## src/rtl/serial_mod5_tx.sv

```systemverilog
// MSB-first parallel-to-serial transmitter that tracks the running residue mod 5 of the bits sent.
// Define MOD5_PAD_EN to append 3 pad bits so that every frame value is divisible by 5.
module serial_mod5_tx #(
    parameter int WIDTH = 8
) (
    input  logic             clk,
    input  logic             reset,
    input  logic [WIDTH-1:0] din,
    input  logic             din_valid,
    output logic             din_ready,
    output logic             sout,
    output logic             sout_valid,
    output logic             sout_last,
    output logic [2:0]       residue,
    output logic             busy
);
    localparam int CW = $clog2(WIDTH + 1);

`ifdef MOD5_PAD_EN
    typedef enum logic [1:0] {IDLE = 2'd0, SHIFT = 2'd1, PAD = 2'd2} state_t;
`else
    typedef enum logic [1:0] {IDLE = 2'd0, SHIFT = 2'd1} state_t;
`endif

    state_t           state;
    logic [WIDTH-1:0] shreg;
    logic [CW-1:0]    cnt;
    logic [2:0]       res_nxt;
`ifdef MOD5_PAD_EN
    logic [1:0]       pad_sh;
    logic [2:0]       pad_val;
`endif

    // (2*r + b) mod 5 as a lookup
    function automatic logic [2:0] res_step(input logic [2:0] r, input logic b);
        case (r)
            3'd0:    return b ? 3'd1 : 3'd0;
            3'd1:    return b ? 3'd3 : 3'd2;
            3'd2:    return b ? 3'd0 : 3'd4;
            3'd3:    return b ? 3'd2 : 3'd1;
            3'd4:    return b ? 3'd4 : 3'd3;
            default: return 3'd0;
        endcase
    endfunction

    assign res_nxt = res_step(residue, sout);

`ifdef MOD5_PAD_EN
    // Pad (2*r) mod 5 clears the residue after three more doublings
    always_comb begin
        pad_val = 3'd0;
        case (res_nxt)
            3'd1:    pad_val = 3'd2;
            3'd2:    pad_val = 3'd4;
            3'd3:    pad_val = 3'd1;
            3'd4:    pad_val = 3'd3;
            default: pad_val = 3'd0;
        endcase
    end
`endif

    always_ff @(posedge clk or posedge reset) begin
        if (reset) begin
            state      <= IDLE;
            shreg      <= '0;
            cnt        <= '0;
            din_ready  <= 1'b1;
            sout       <= 1'b0;
            sout_valid <= 1'b0;
            sout_last  <= 1'b0;
            residue    <= 3'd0;
            busy       <= 1'b0;
`ifdef MOD5_PAD_EN
            pad_sh     <= 2'b00;
`endif
        end else begin
            case (state)
                IDLE: begin
                    if (din_valid && din_ready) begin
                        shreg      <= din << 1;
                        sout       <= din[WIDTH-1];
                        sout_valid <= 1'b1;
                        sout_last  <= 1'b0;
                        residue    <= 3'd0;
                        cnt        <= CW'(1);
                        din_ready  <= 1'b0;
                        busy       <= 1'b1;
                        state      <= SHIFT;
                    end
                end
                SHIFT: begin
                    residue <= res_nxt;
                    if (cnt == CW'(WIDTH)) begin
`ifdef MOD5_PAD_EN
                        sout      <= pad_val[2];
                        pad_sh    <= pad_val[1:0];
                        sout_last <= 1'b0;
                        cnt       <= CW'(1);
                        state     <= PAD;
`else
                        state      <= IDLE;
                        sout       <= 1'b0;
                        sout_valid <= 1'b0;
                        sout_last  <= 1'b0;
                        din_ready  <= 1'b1;
                        busy       <= 1'b0;
`endif
                    end else begin
                        sout  <= shreg[WIDTH-1];
                        shreg <= shreg << 1;
                        cnt   <= cnt + CW'(1);
`ifdef MOD5_PAD_EN
                        sout_last <= 1'b0;
`else
                        sout_last <= (cnt == CW'(WIDTH - 1));
`endif
                    end
                end
`ifdef MOD5_PAD_EN
                PAD: begin
                    residue <= res_nxt;
                    if (cnt == CW'(3)) begin
                        state      <= IDLE;
                        sout       <= 1'b0;
                        sout_valid <= 1'b0;
                        sout_last  <= 1'b0;
                        din_ready  <= 1'b1;
                        busy       <= 1'b0;
                    end else begin
                        sout      <= pad_sh[1];
                        pad_sh    <= {pad_sh[0], 1'b0};
                        cnt       <= cnt + CW'(1);
                        sout_last <= (cnt == CW'(2));
                    end
                end
`endif
                default: begin
                    state      <= IDLE;
                    shreg      <= '0;
                    cnt        <= '0;
                    din_ready  <= 1'b1;
                    sout       <= 1'b0;
                    sout_valid <= 1'b0;
                    sout_last  <= 1'b0;
                    residue    <= 3'd0;
                    busy       <= 1'b0;
                end
            endcase
        end
    end
endmodule
```

## config.mk

```make
export PLATFORM = sky130hd
export DESIGN_NAME = serial_mod5_tx
export DESIGN_NICKNAME = d
export VERILOG_FILES = /design/src/rtl/serial_mod5_tx.sv
export SDC_FILE = /design/constraint.sdc
export NUM_CORES = 1
export LEC_CHECK = 0
export ABC_AREA = 0
export CAP_MARGIN = 20
export CORE_MARGIN = 10
export CORE_UTILIZATION = 50
export CTS_BUF_LIST = sky130_fd_sc_hd__clkbuf_4 sky130_fd_sc_hd__clkbuf_8
export CTS_CLUSTER_DIAMETER = 150
export DETAILED_ROUTE_END_ITERATION = 10
export PLACE_DENSITY_LB_ADDON = 0.2
export SYNTH_ARGS = -nofsm -noshare
export SYNTH_HDL_FRONTEND = slang
export SYNTH_SLANG_ARGS = --single-unit
```

## constraint.sdc

```tcl
create_clock -name clk -period 1.7 [get_ports clk]
set_input_delay 0.34 -clock clk [delete_from_list [all_inputs] [get_ports clk]]
set_output_delay 0.34 -clock clk [all_outputs]
set_load 0.02 [all_outputs]
```

==> flow_summary.toml <==
[timing]
fin_skew_ns = 0.000931
period_share = 0.935
max_slew_margin = 0.833
min_period_ns = 1.59
finalHoldViolCount = 0
hold_ws_ns = 0.352
rsz0062_at_grt = "false"
clock.fmax_mhz = 629
worst_pin_slew_ns = 0.249
drv_slew = 0
setup_viol = 0

[cells_and_area]
fillCellCount = 140
layout_common_cells = "dfrtp_1 (17), clkdlybuf4s50_1 (12), buf_4 (8)"
fin_nets = 117
multi_input_area_sq_um = 458
seq_area_sq_um = 452
diodes = 0
final_util = 0.695
drive_gt1_frac = 0.320
area_growth_pct = 28.2
final_common_cell = "dfrtp_1"

[cts]
cts_buffers = 3
cts_tree = "built"
cts.htree.levels = 1
cts_sinks = 18
clockRootBuffer = "clkbuf_4"
cts.path.max_buffers = 2
holdBufCountCts = 0
clkLatencyLatePin_ns = 0.29
cts.reportedPaths.clkPinSlew_ns = 0.10

[logic_synthesis]
muxShareOfSynthArea = 0.216
yosysWarnings = 0
syn_area_sq_um = 967
ys_seq_elements = 18
synth.distinct_cells = 28
synthXorXnorAreaFrac = 0.00906
synth_simple_gate_area_frac = 0.0880
ys_seq_area_frac = 0.467
synth_top_family_by_area = "multiplexers"
synth_fp_nets = 90
postSynthCellCount = 77
synth_fa_ha_area_frac = 0.0259
synth.avg_cell_area_sq_um = 12.6
synth_compound_area_frac = 0.135

[setup_path]
setup.worst_path.class = "reg -> out"
critPathTopFamily = "buffers and inverters"
regToRegSetupSlack_ns = 0.21
cp_slowest_stage_delay_ns = 0.60
crit_required_ns = 1.36
worst-path-max-fanout = 2
cp_data_arrival_time_ns = 1.25
crit_chain = "clkdlybuf4s50_1"
end_kind = "primary output"
cpMaxStageDelayCell = "clkdlybuf4s50_1"
reg2regPathDepth = 6
startpoint_type = "flop"
reg2reg_to = "shreg[2]"
cp.buffers_inverters = 1
timing.rr.start = "cnt[0]"

[power]
p_per_area_nw_per_um2 = 1830
combPwrFrac = 0.537
pwr-share-clk = 0.116
intPower_mw = 1.46
pwr-share-seq = 0.347
switching_share = 0.357
power_switching_mw = 0.811
vdd_drop_max_mv = 0.830
p_leak_nw = 0.593

[run_status]
outcome = "finished clean"

[placed_design]
port_buffers = 18
place.gp.congestion = 0.721
detailed_place_hpwl_mm = 1.46

[grt]
first_global_vias = 645
grt_max_degree = 19
overflow = 0
grt_antenna_before_repair = 0
grt.total_usage = 0.0958
grt_pass1_wl_mm = 3.19

[routing]
first_pass_iters = 4
ant_nets = 0
drc = 0
wl_mm = 1.88
num_vias = 664
routedWlPerCell_um = 14.7
first_iter_violations = 11
post_drt_via_cell_ratio = 5.19

[die]
dieWidth_um = 64.0
dieArea_sq_um = 4090
initial_core_util = 0.542
rows = 15
io_pins = 19
core_area_sq_um = 1780
die_h_um = 64.0

[worst_hold_path]
hold_class = "in -> async"

[flow_run]
cap_violations = 0
==> final cells by class <==
cell class	instances	share of cell area
inverters	6	0.0182
flip-flops and latches	18	0.364
well taps	25	0.0252
clock buffers	4	0.0293
multi-input cells	49	0.369
repair buffers	26	0.194
==> power groups by stage <==
stage,logic (mW),registers (mW),clock network [mW]
global route,1.34,0.821,0.294
floorplan,0.816,0.865,0
finish,1.22,0.789,0.263
detailed placement,1.26,0.799,0
CTS,1.24,0.789,0.277
global placement,1.23,0.792,0
==> routing by layer <==
| metal | vias to the layer above | share of wire | GRT usage |
|---|---|---|---|
| li1 | 327 | - | - |
| met1 | 326 | 0.48 | 0.118 |
| met2 | 11 | 0.48 | 0.154 |
| met3 | 0 | 0.043 | 0.0348 |
| met4 | 0 | 0 | 0.0246 |
| met5 | - | 0 | 0 |
==> cell usage after synthesis <==
| library cell | count | area (sq um) |
|---|---|---|
| a32oi_1 | 1 | 8.76 |
| nand4b_1 | 2 | 17.5 |
| buf_6 | 2 | 22.5 |
| buf_4 | 1 | 7.51 |
| xnor2_1 | 1 | 8.76 |
| nand3_1 | 1 | 5.00 |
| mux2i_1 | 4 | 40.0 |
| mux2_2 | 7 | 78.8 |
| a21oi_4 | 1 | 16.3 |
| a21bo_2 | 1 | 10.0 |
| nor2b_1 | 2 | 12.5 |
| mux2_4 | 6 | 90.1 |
| nand2_1 | 4 | 15.0 |
| dfstp_2 | 1 | 26.3 |
| nor2_1 | 1 | 3.75 |
| o21ai_0 | 1 | 5.00 |
| o32ai_1 | 1 | 8.76 |
| a22o_2 | 4 | 40.0 |
| dfrtp_1 | 17 | 425 |
| inv_1 | 6 | 22.5 |
| or2_2 | 1 | 6.26 |
| nand2b_1 | 4 | 25.0 |
| a32o_1 | 2 | 20.0 |
| buf_2 | 1 | 5.00 |
| ha_1 | 2 | 25.0 |
| o21ai_1 | 1 | 5.00 |
| o2bb2ai_1 | 1 | 8.76 |
| o21a_1 | 1 | 7.51 |
==> through the flow <==
step	area, sq um	instances	total power [mW]	worst slack (ns)	setup TNS (ns)
finish	1240	128	2.27	0.110	0
CTS	1230	128	2.31	0.0171	0
detailed placement	1200	124	2.06	-0.0182	-0.0586
global route	1240	128	2.45	0.0531	0
global placement	1200	124	2.02	0.0229	0
floorplan	967	77	1.68	0.216	0
==> state kept, by name, summed over array words and instances, names as in the netlist <==
register / count
din_ready: 1
residue: 3
shreg: 7
sout_last: 1
cnt: 4
state: 1
sout: 1
==> cell families after synthesis <==
logic type	count (synthesis)
simple gates	15
xor+xnor	1
compound gates	14
flops	18
mux	17
fa+ha+maj	2
buf+inv	10
==> what timing repair did <==
action	CTS	global route
buffers inserted	0	0
gates cloned	0	0
pin swaps	0	0
setup endpoints to repair	4	2
gates resized for setup	4	2
==> worst max-delay path by stage <==
| stage | start | end | depth (start not counted) |
|---|---|---|---|
| after floorplan | state[0] | shreg[2] | 5 |
| after global placement | din_valid | shreg[4] | 5 |
| after detailed placement | din_valid | shreg[2] | 5 |
| after CTS | state[0] | sout_valid | 1 |
| after global routing | sout_last | sout_last | 1 |
| final | sout | sout | 1 |
No activity file was read; power rests on OpenSTA's default activity.
